`config.mk`:
```
export PLATFORM = sky130hd
export DESIGN_NAME = conv_window_sequencer_flat
export DESIGN_NICKNAME = d
export VERILOG_FILES = /design/src/rtl/conv_window_sequencer_if.sv /design/src/rtl/conv_window_sequencer.sv /design/src/flat_wrapper.sv
export SDC_FILE = /design/constraint.sdc
export NUM_CORES = 1
export LEC_CHECK = 0
export BUFFER_PORTS_ARGS = -buffer_cell sky130_fd_sc_hd__buf_2
export CORE_AREA = 2 2 153 155
export CTS_BUF_LIST = sky130_fd_sc_hd__clkbuf_4
export DETAILED_ROUTE_END_ITERATION = 8
export DIE_AREA = 0 0 155 157
export PLACE_DENSITY = 0.9
export SYNTH_ARGS = -nofsm -noshare
export SYNTH_HDL_FRONTEND = slang
export SYNTH_SLANG_ARGS = --single-unit
```
`constraint.sdc`:
```
create_clock -name clk -period 13.2 [get_ports clk]
set_input_delay 1.32 -clock clk [delete_from_list [all_inputs] [get_ports clk]]
set_output_delay 1.32 -clock clk [all_outputs]
set_load 0.01 [all_outputs]
```
`src/rtl/conv_window_sequencer_if.sv`:
```
// Pixel-stream and window-shift-stage signals shared by the sequencer and its neighbours.
// The master side is the sequencer; the slave side is the pixel source plus the shift stage.
interface conv_window_sequencer_if #(
  parameter int IMAGE_WIDTH = 9,
  parameter int FILTER_SIZE = 3
);
  logic [7:0]                           pix_data;
  logic                                 pix_valid;
  logic                                 pix_ready;
  logic                                 win_ready;
  logic                                 new_buffer;
  logic                                 shift_en;
  logic                                 shift_buffer;
  logic [FILTER_SIZE*IMAGE_WIDTH*8-1:0] row_buffer_out;

  modport master (
    input  pix_data, pix_valid, win_ready, new_buffer,
    output pix_ready, shift_en, shift_buffer, row_buffer_out
  );

  modport slave (
    output pix_data, pix_valid, win_ready, new_buffer,
    input  pix_ready, shift_en, shift_buffer, row_buffer_out
  );
endinterface

```
`src/rtl/conv_window_sequencer.sv`:
```
// Sequences one image frame through the window-shift stage: fills FILTER_SIZE rows,
// sweeps each row under win_ready back-pressure, then loads one new row per output row.
module conv_window_sequencer #(
  parameter int IMAGE_WIDTH  = 9,
  parameter int IMAGE_HEIGHT = 9,
  parameter int FILTER_SIZE  = 3
) (
  input  logic clk,
  input  logic rst,
  input  logic start,
  output logic busy,
  output logic frame_done,
  output logic seq_err,
  conv_window_sequencer_if.master bus
);
  localparam int WPR      = IMAGE_WIDTH - FILTER_SIZE + 1;
  localparam int OUT_ROWS = IMAGE_HEIGHT - FILTER_SIZE + 1;
  localparam int ROW_BITS = IMAGE_WIDTH * 8;
  localparam int BUF_BITS = FILTER_SIZE * ROW_BITS;
  localparam int CW       = $clog2(IMAGE_WIDTH) + 1;
  localparam int RW       = $clog2(FILTER_SIZE) + 1;
  localparam int PW       = $clog2(WPR) + 1;
  localparam int OW       = $clog2(OUT_ROWS) + 1;

  typedef enum logic [2:0] {IDLE, FILL, START, SWEEP, WAIT_NB, LOAD, DONE} state_t;

  state_t              state, state_next;
  logic [CW-1:0]       col_cnt;
  logic [RW-1:0]       rows_loaded;
  logic [PW-1:0]       pulse_cnt;
  logic [OW-1:0]       out_row;
  logic [1:0]          wait_cnt;
  logic [ROW_BITS-1:0] staging, staging_next;
  logic [BUF_BITS-1:0] row_buf;

  logic pix_ready_c, shift_en_c, shift_buffer_c, frame_done_c;
  logic xfer, commit, wait_expire;

  always_ff @(posedge clk or posedge rst) begin
    if (rst) state <= IDLE;
    else     state <= state_next;
  end

  always_comb begin
    state_next     = state;
    pix_ready_c    = 1'b0;
    shift_en_c     = 1'b0;
    shift_buffer_c = 1'b0;
    frame_done_c   = 1'b0;
    xfer           = 1'b0;
    commit         = 1'b0;
    wait_expire    = 1'b0;
    case (state)
      IDLE: if (start) state_next = FILL;
      FILL, LOAD: begin
        pix_ready_c = 1'b1;
        xfer        = bus.pix_valid;
        commit      = bus.pix_valid && (col_cnt == CW'(IMAGE_WIDTH - 1));
        if (commit && (state == LOAD || rows_loaded == RW'(FILTER_SIZE - 1)))
          state_next = START;
      end
      START: begin
        shift_en_c = 1'b1;
        state_next = SWEEP;
      end
      SWEEP: begin
        shift_buffer_c = bus.win_ready;
        if (bus.win_ready && pulse_cnt == PW'(WPR - 1)) state_next = WAIT_NB;
      end
      WAIT_NB: begin
        if (bus.new_buffer) begin
          state_next = (out_row == OW'(OUT_ROWS - 1)) ? DONE : LOAD;
        end else if (wait_cnt == 2'd1) begin
          // The shift stage missed its end-of-row pulse: abandon the frame.
          wait_expire = 1'b1;
          state_next  = IDLE;
        end
      end
      DONE: begin
        frame_done_c = 1'b1;
        state_next   = IDLE;
      end
      default: state_next = IDLE;
    endcase
  end

  always_comb begin
    staging_next = staging;
    for (int c = 0; c < IMAGE_WIDTH; c++)
      if (col_cnt == CW'(c)) staging_next[c*8 +: 8] = bus.pix_data;
  end

  // Counters, staging row and the row buffer; the buffer only moves on a row commit.
  always_ff @(posedge clk or posedge rst) begin
    if (rst) begin
      col_cnt     <= '0;
      rows_loaded <= '0;
      pulse_cnt   <= '0;
      out_row     <= '0;
      wait_cnt    <= '0;
      staging     <= '0;
      row_buf     <= '0;
      seq_err     <= 1'b0;
    end else begin
      if (state == IDLE) begin
        col_cnt     <= '0;
        rows_loaded <= '0;
        out_row     <= '0;
      end
      if (xfer) begin
        staging <= staging_next;
        col_cnt <= commit ? '0 : col_cnt + CW'(1);
      end
      if (commit) begin
        for (int r = 0; r < FILTER_SIZE - 1; r++)
          row_buf[r*ROW_BITS +: ROW_BITS] <= row_buf[(r+1)*ROW_BITS +: ROW_BITS];
        row_buf[(FILTER_SIZE-1)*ROW_BITS +: ROW_BITS] <= staging_next;
        if (rows_loaded < RW'(FILTER_SIZE)) rows_loaded <= rows_loaded + RW'(1);
      end
      if (state == START)  pulse_cnt <= '0;
      else if (shift_buffer_c) pulse_cnt <= pulse_cnt + PW'(1);
      if (state == WAIT_NB && !bus.new_buffer) wait_cnt <= wait_cnt + 2'd1;
      else                                     wait_cnt <= '0;
      if (state == WAIT_NB && bus.new_buffer) out_row <= out_row + OW'(1);
      if ((bus.new_buffer && state != WAIT_NB) || wait_expire) seq_err <= 1'b1;
    end
  end

  assign bus.pix_ready      = pix_ready_c;
  assign bus.shift_en       = shift_en_c;
  assign bus.shift_buffer   = shift_buffer_c;
  assign bus.row_buffer_out = row_buf;
  assign frame_done         = frame_done_c;
  assign busy               = (state != IDLE);
endmodule

```
`src/flat_wrapper.sv`:
```
// flat-port wrapper written by rule: the top's interface ports become plain ports
module conv_window_sequencer_flat 
#(
  parameter int IMAGE_WIDTH  = 9,
  parameter int IMAGE_HEIGHT = 9,
  parameter int FILTER_SIZE  = 3
)
  (clk, rst, start, busy, frame_done, seq_err, bus_pix_data, bus_pix_valid, bus_win_ready, bus_new_buffer, bus_pix_ready, bus_shift_en, bus_shift_buffer, bus_row_buffer_out);
  conv_window_sequencer_if #(.IMAGE_WIDTH(IMAGE_WIDTH), .FILTER_SIZE(FILTER_SIZE)) bus_i ();
  input  logic clk;
  input  logic rst;
  input  logic start;
  output logic busy;
  output logic frame_done;
  output logic seq_err;
  input wire logic [$bits(bus_i.pix_data)-1:0] bus_pix_data;
  input wire logic [$bits(bus_i.pix_valid)-1:0] bus_pix_valid;
  input wire logic [$bits(bus_i.win_ready)-1:0] bus_win_ready;
  input wire logic [$bits(bus_i.new_buffer)-1:0] bus_new_buffer;
  output wire logic [$bits(bus_i.pix_ready)-1:0] bus_pix_ready;
  output wire logic [$bits(bus_i.shift_en)-1:0] bus_shift_en;
  output wire logic [$bits(bus_i.shift_buffer)-1:0] bus_shift_buffer;
  output wire logic [$bits(bus_i.row_buffer_out)-1:0] bus_row_buffer_out;
  assign bus_i.pix_data = bus_pix_data;
  assign bus_i.pix_valid = bus_pix_valid;
  assign bus_i.win_ready = bus_win_ready;
  assign bus_i.new_buffer = bus_new_buffer;
  assign bus_pix_ready = bus_i.pix_ready;
  assign bus_shift_en = bus_i.shift_en;
  assign bus_shift_buffer = bus_i.shift_buffer;
  assign bus_row_buffer_out = bus_i.row_buffer_out;
  conv_window_sequencer #(.IMAGE_WIDTH(IMAGE_WIDTH), .IMAGE_HEIGHT(IMAGE_HEIGHT), .FILTER_SIZE(FILTER_SIZE)) u_core (.clk(clk), .rst(rst), .start(start), .busy(busy), .frame_done(frame_done), .seq_err(seq_err), .bus(bus_i));
endmodule
```
# After elaboration in Yosys (flattened, before gate mapping)
# Cells that the tools add are included.
# op_classes
n_addsub,5
order_cmp,1
eq_ne,23
muxes,36
reduce_logical,17
# op_table
op,count
$mux 8,9
$mux 3,8
$eq 5x3->1 const B,4
$mux 4,4
$mux 5,3
$pmux 3 s5,1
$eq 5x2->1 const B,2
$eq 3x2->1 const B,3
$eq 3x3->1 const B,3
$mux 1,9
$add 4x1->4 const B,2
$eq 4x3->1 const B,2
$logic_and 1x1->1,6
$reduce_bool 2->1,3
$add 5x1->5 const B,1
$eq 5x1->1 const B,1
$eq 5x4->1 const B,1
$logic_not 5->1,1
$mux 2,2
$ne 2x1->1 const B,2
$reduce_and 4->1,1
$add 3x1->3 const B,1
$eq 3x1->1 const B,1
$logic_not 3->1,1
other kinds (10),11
# word_totals
ff_bits,310
in_bits,14
output_inout_bits,222
elab_cells,91

# Longest topological paths before layout
# logic_depth
ltp_word,5
mapped_depth,9
ltp_nobuf,6

# Worst setup path after synthesis
# OpenSTA, ideal clock, no wires.
# synth_path
path_kind,input port to output port
start,in bus_win_ready
end,out bus_shift_buffer
arrival_time_ns,1.614
slack_ns,10.266
stages,2
path_buffers,0
cell_sequence,nand4b_1 inv_1
# synth_between
elab_chain_cells,1
# synth_rtl
element,line,rtl
start: declaration,flat_wrapper.sv:18,input wire logic [$bits(bus_i.win_ready)-1:0] bus_win_ready;
$mux 1,conv_window_sequencer.sv:53,case (state)
end: declaration,flat_wrapper.sv:22,output wire logic [$bits(bus_i.shift_buffer)-1:0] bus_shift_buffer;
# Every way passes these cells.

# Worst setup path after layout
# layout_path
start,in bus_pix_valid
end,reg u_core.row_buf[160] (netlist: u_core.bus.row_buffer_out[160])
# layout_between
elab_chain_cells,2
# layout_rtl
element,line,rtl
start: declaration,flat_wrapper.sv:17,input wire logic [$bits(bus_i.pix_valid)-1:0] bus_pix_valid;
$logic_and 1x1->1,conv_window_sequencer.sv:58,commit = bus.pix_valid && (col_cnt == CW'(IMAGE_WIDTH - 1));
$mux 1,conv_window_sequencer.sv:53,
end signal: indexed assignment,conv_window_sequencer.sv:116,row_buf[r*ROW_BITS +: ROW_BITS] <= row_buf[(r+1)*ROW_BITS +: ROW_BITS];
end signal: indexed assignment,conv_window_sequencer.sv:117,row_buf[(FILTER_SIZE-1)*ROW_BITS +: ROW_BITS] <= staging_next;
end: declaration,conv_window_sequencer.sv:34,logic [BUF_BITS-1:0] row_buf;
# Every way passes these cells.
# A chain may end at the register's enable or synchronous reset.

==> flow_results.org <==
** STA
- Headroom to the max-slew limit :: 30.67%
- Setup repair after global routing left no endpoint under its margin.
- Fin crit period :: 3.425 ns
- Count of pins over their slew limit :: 0
- For the pin with the worst max-slew slack, the measured transition is about 1.0 ns.
- Setup total negative slack :: 0 ns
- Fmax :: a little under 0.3 GHz
- Setup violators final :: 0
- Final worst path period share :: between 20% and 30%
- Hold violation count in the final report :: 0
- Setup Skew :: between 0.04 and 0.05 ns

** Yosys
- The share of synthesized area in the top cell type comes to between 50% and 60%.
- The largest total area in the synthesized netlist belongs to dfrtp_1.
- After synthesis, the largest family of logic cells by area is simple AND/OR/NAND/NOR gates.
- After synthesis, the share of flip-flops with an asynchronous set or reset is 100.0%.
- Cell types with the highest counts after synthesis :: nand2_1 (531), dfrtp_1 (302), mux2i_1 (65), o21ai_0 (63), mux2_4 (32)
- In the synthesized netlist the dominant register cell turns out to be dfrtp_1.
- Proportion of synthesized area in mux cells :: 11.77%
- Syn nets :: around 1.2k
- For this run, the number of Yosys warnings is 0.
- After synthesis, flip-flops and latches occupy just under 60% of the total area.
- A synthesized cell averages 10.47 sq um.
- The most common cell in the synthesized netlist is nand2_1.
- The synthesized design contains between 300 and 400 register bits.
- Top cells by area in the synthesized netlist :: dfrtp_1 (59%), nand2_1 (16%), mux2i_1 (5.1%)
- Summing every instance area after synthesis gives between 10000 and 15000 sq um.
- The synthesized netlist devotes 1.078% of its cell area to adder and majority cells.
- Share of synthesized cell area in and, or, nand and nor gates :: between 10% and 20%
- Synthesized-area fraction occupied by xor and xnor cells :: less than 1%
- In this run, synthesis inferred 0 flip-flops with an integrated enable.
- Synthesized instance count :: approximately 1.2k
- The netlist uses 45 different library cells.
- Complex-gate fraction of the synthesized area :: 4.461%

** Layout
- Layout Nets :: approximately 1.5k
- After routing the design area is ~15000 sq um.
- Compared with the post-synthesis result, the final layout area differs by 16.34%.
- In the final layout, the share of cells above drive strength 1 is approximately 28%.

** Power
- In this run the power density over the cells is roughly 150 nW/um^2.
- Summed over all cells, the static leakage comes to 0.008525 uW.
- The worst-case IR drop observed on VDD is between 0.00009 and 0.0001 V.

** Routing
- After detailed routing, the average wire length per cell comes to ~15 um.
- Using the TritonRoute via totals, the vias-per-cell ratio works out to approximately 5.3.
- Count of vias placed by the detailed router :: 9398
- Iteration-0 DRC count of the detailed router :: ~600
- After detailed routing, the number of remaining DRC violations is 0.
- Final WL :: around 28 mm
- The count of nets left with antenna violations once routing finished came out at 0.
- The first detailed-routing pass took 7 iterations.

** Setup path
- The worst setup path is of the input pin to flip-flop kind.
- Category of the worst setup path capture point :: flip-flop
- Start of the worst register-to-register path :: u_core.state[1]
- Data arrival time of the critical path :: between 3 and 4 ns
- In this run the worst setup path begins at bus_pix_valid.
- Of all nets on the critical path, the largest fanout is between 150 and 200.
- The worst setup path is launched from an input pin.
- Critical path required time :: approximately 14 ns
- Worst Reg2Reg Path Length in Cells :: 4

** Clock network
- For the worst-skew pair, the clock arrives at the later sink with an insertion delay of 0.65 ns.
- Register clock-pin slew on the reported worst setup and hold paths :: roughly 0.070 ns
- CTS saw about 300 sinks.
- Clock Path Buffers :: 3
- The number of setup buffers added after CTS is 0.
- Hold-fix buffers at CTS :: 0
- Number of cells upsized or downsized after cts :: 0
- The cell sitting at the root of the clock tree is a clkbuf_4.
- The number of clock buffers added by TritonCTS is just under 80.
- TritonCTS built the clock tree.
- In this run the number of H-tree levels came out at 3.

** Job
- Maxcap violations :: 0

** Placed design
- Summing all placed instances gives a cell area of around 14000 sq um.
- Last weighted congestion value of the routability-driven placer :: slightly above 0.8
- Post-DP HPWL :: roughly 17 mm
- Input and output buffers added on the ports amount to 235.

** Global routing
- Global-route congestion overflow total :: 0
- First-pass GRT wire length :: roughly 45 mm
- For this run, global-route usage on met1 was measured as 30.63%.
- The via count of the first global-routing pass came to slightly above 9k.
- Global routing consumed, on the met3 layer, roughly 5.5% of the routing resources.
- Overall Global Routing Usage :: 22.93%
- The number of antenna violations at the first check in global routing was 1.
- In this run the most used layer during global routing was met2.
- Met2 Track Usage GR :: 36.40%
- Maximum number of pins on one net before global-route repair :: roughly 180

** Worst hold path
- Worst hold path depth :: 1
- Hold Crit Start :: u_core.wait_cnt[0]
- The tightest min-delay check is of the flip-flop to flip-flop type.

** Run status
- Result of the run :: complete, no violations

** Floorplanning
- Total I/O pin count :: between 200 and 250
- Core area :: between 20000 and 25000 sq um
- Number of standard-cell rows in the floorplan :: 55
- Chip Height :: 157 um
- Effective utilization at floorplan :: about 57%
- In this run the horizontal extent of the chip is 155 um.
- Floorplan die area :: between 20000 and 25000 sq um
==> final timing paths <==
path | slack (ns) | to
setup / recovery | 9.78 | u_core.bus.row_buffer_out[160]
hold / removal | 0.44 | u_core.wait_cnt[0]
setup reg to reg | 10.00 | u_core.bus.row_buffer_out[160]
hold reg to reg | 0.44 | u_core.wait_cnt[0]
max in group asynchronous | 10.98 | u_core.bus.row_buffer_out[33]
min in group asynchronous | 0.81 | u_core.pulse_cnt[1]
==> cell type report <==
cell class / instances / area [sq um]
sequential: 302 / 7557
timing repair buffer: 241 / 1234
antenna: 1 / 2.502
clock inverter: 13 / 136.4
multi-input combinational: 827 / 4698
fill: 1706 / 7655
clock buffer: 109 / 818.3
inverter: 10 / 45.04
tap: 285 / 356.6
==> per-layer routing <==
layer  part of all wire, %  vias up  routed length (um)
met5                     0        -                   0
met4                   2.7        0                 734
met3                   6.0       61                1663
met2                    48      315               13200
met1                    44     4574               12030
li1                      -     4448                   -
==> stage by stage <==
stage / util [%] / hold WS [ns] / power (uW) / setup WS, ns / cells
6_report: 65.98 / 0.4436 / 2254 / 9.775 / 1788
4_1_cts: 65.97 / 0.4416 / 2279 / 9.817 / 1787
5_1_grt: 65.98 / 0.4830 / 2372 / 9.598 / 1788
3_5_place_dp: 61.73 / 0.4322 / 1479 / 9.158 / 1665
3_3_place_gp: 61.73 / 0.4283 / 1457 / 9.265 / 1665
2_1_floorplan: - / 0.4145 / 1399 / 3.534 / 1219
==> cells by family after synthesis <==
logic type / Yosys count
xor gates and xnor gates: 2
muxes: 130
buffers and inverters: 90
DFF: 302
adders and majority gates: 11
and+or+nand+nor: 589
AOI/OAI and AO/OA: 95
==> state kept, by name, indices dropped and copies added, names as in the netlist <==
name,flops
u_core.bus.row_buffer_out,216
u_core.staging,64
u_core.col_cnt,5
u_core.out_row,4
u_core.pulse_cnt,4
u_core.rows_loaded,3
u_core.state,3
u_core.wait_cnt,2
u_core.seq_err,1
==> worst max-delay path, stage by stage <==
cell     delay, ns
buf_2         0.10
and3b_2       0.41
nand2_8       0.72
buf_4         0.92
o21ai_0       0.23
==> power breakdown <==
group | internal (uW) | switching, uW | total (uW)
Combinational | 197 | 177 | 375
Clock | 435 | 355 | 789
Sequential | 1020 | 72.8 | 1090
==> cells in the final DEF (no fill, tap or decap), types with 2 or more instances in the layout <==
cell type   netlist  routed
nor4b_2           4       3
and4bb_2          5       5
mux2_2            9       9
nand4_1           3       3
nand2_1         531     531
clkinv_1          0       6
xor2_1            2       2
inv_1            10       9
nor3b_1           2       2
o41ai_2           2       2
mux2i_1          65      65
nor2_1           15      15
o21ai_0          63      63
buf_2            30     235
clkbuf_4          0     109
nand4b_1          2       2
bufinv_16         0       3
clkinvlp_4        0       2
dfrtp_1         302     302
nand2_4           8       8
mux2_4           32      32
buf_4             8       5
o21ai_1          10      10
nor3_1            4       4
a21oi_1           6       6
a21o_1            2       2
nand3_1           3       3
mux2_1           24      24
a22o_1            3       3
ha_1             11      11
nor2b_1           3       3
No activity file was read; power rests on OpenSTA's default activity.
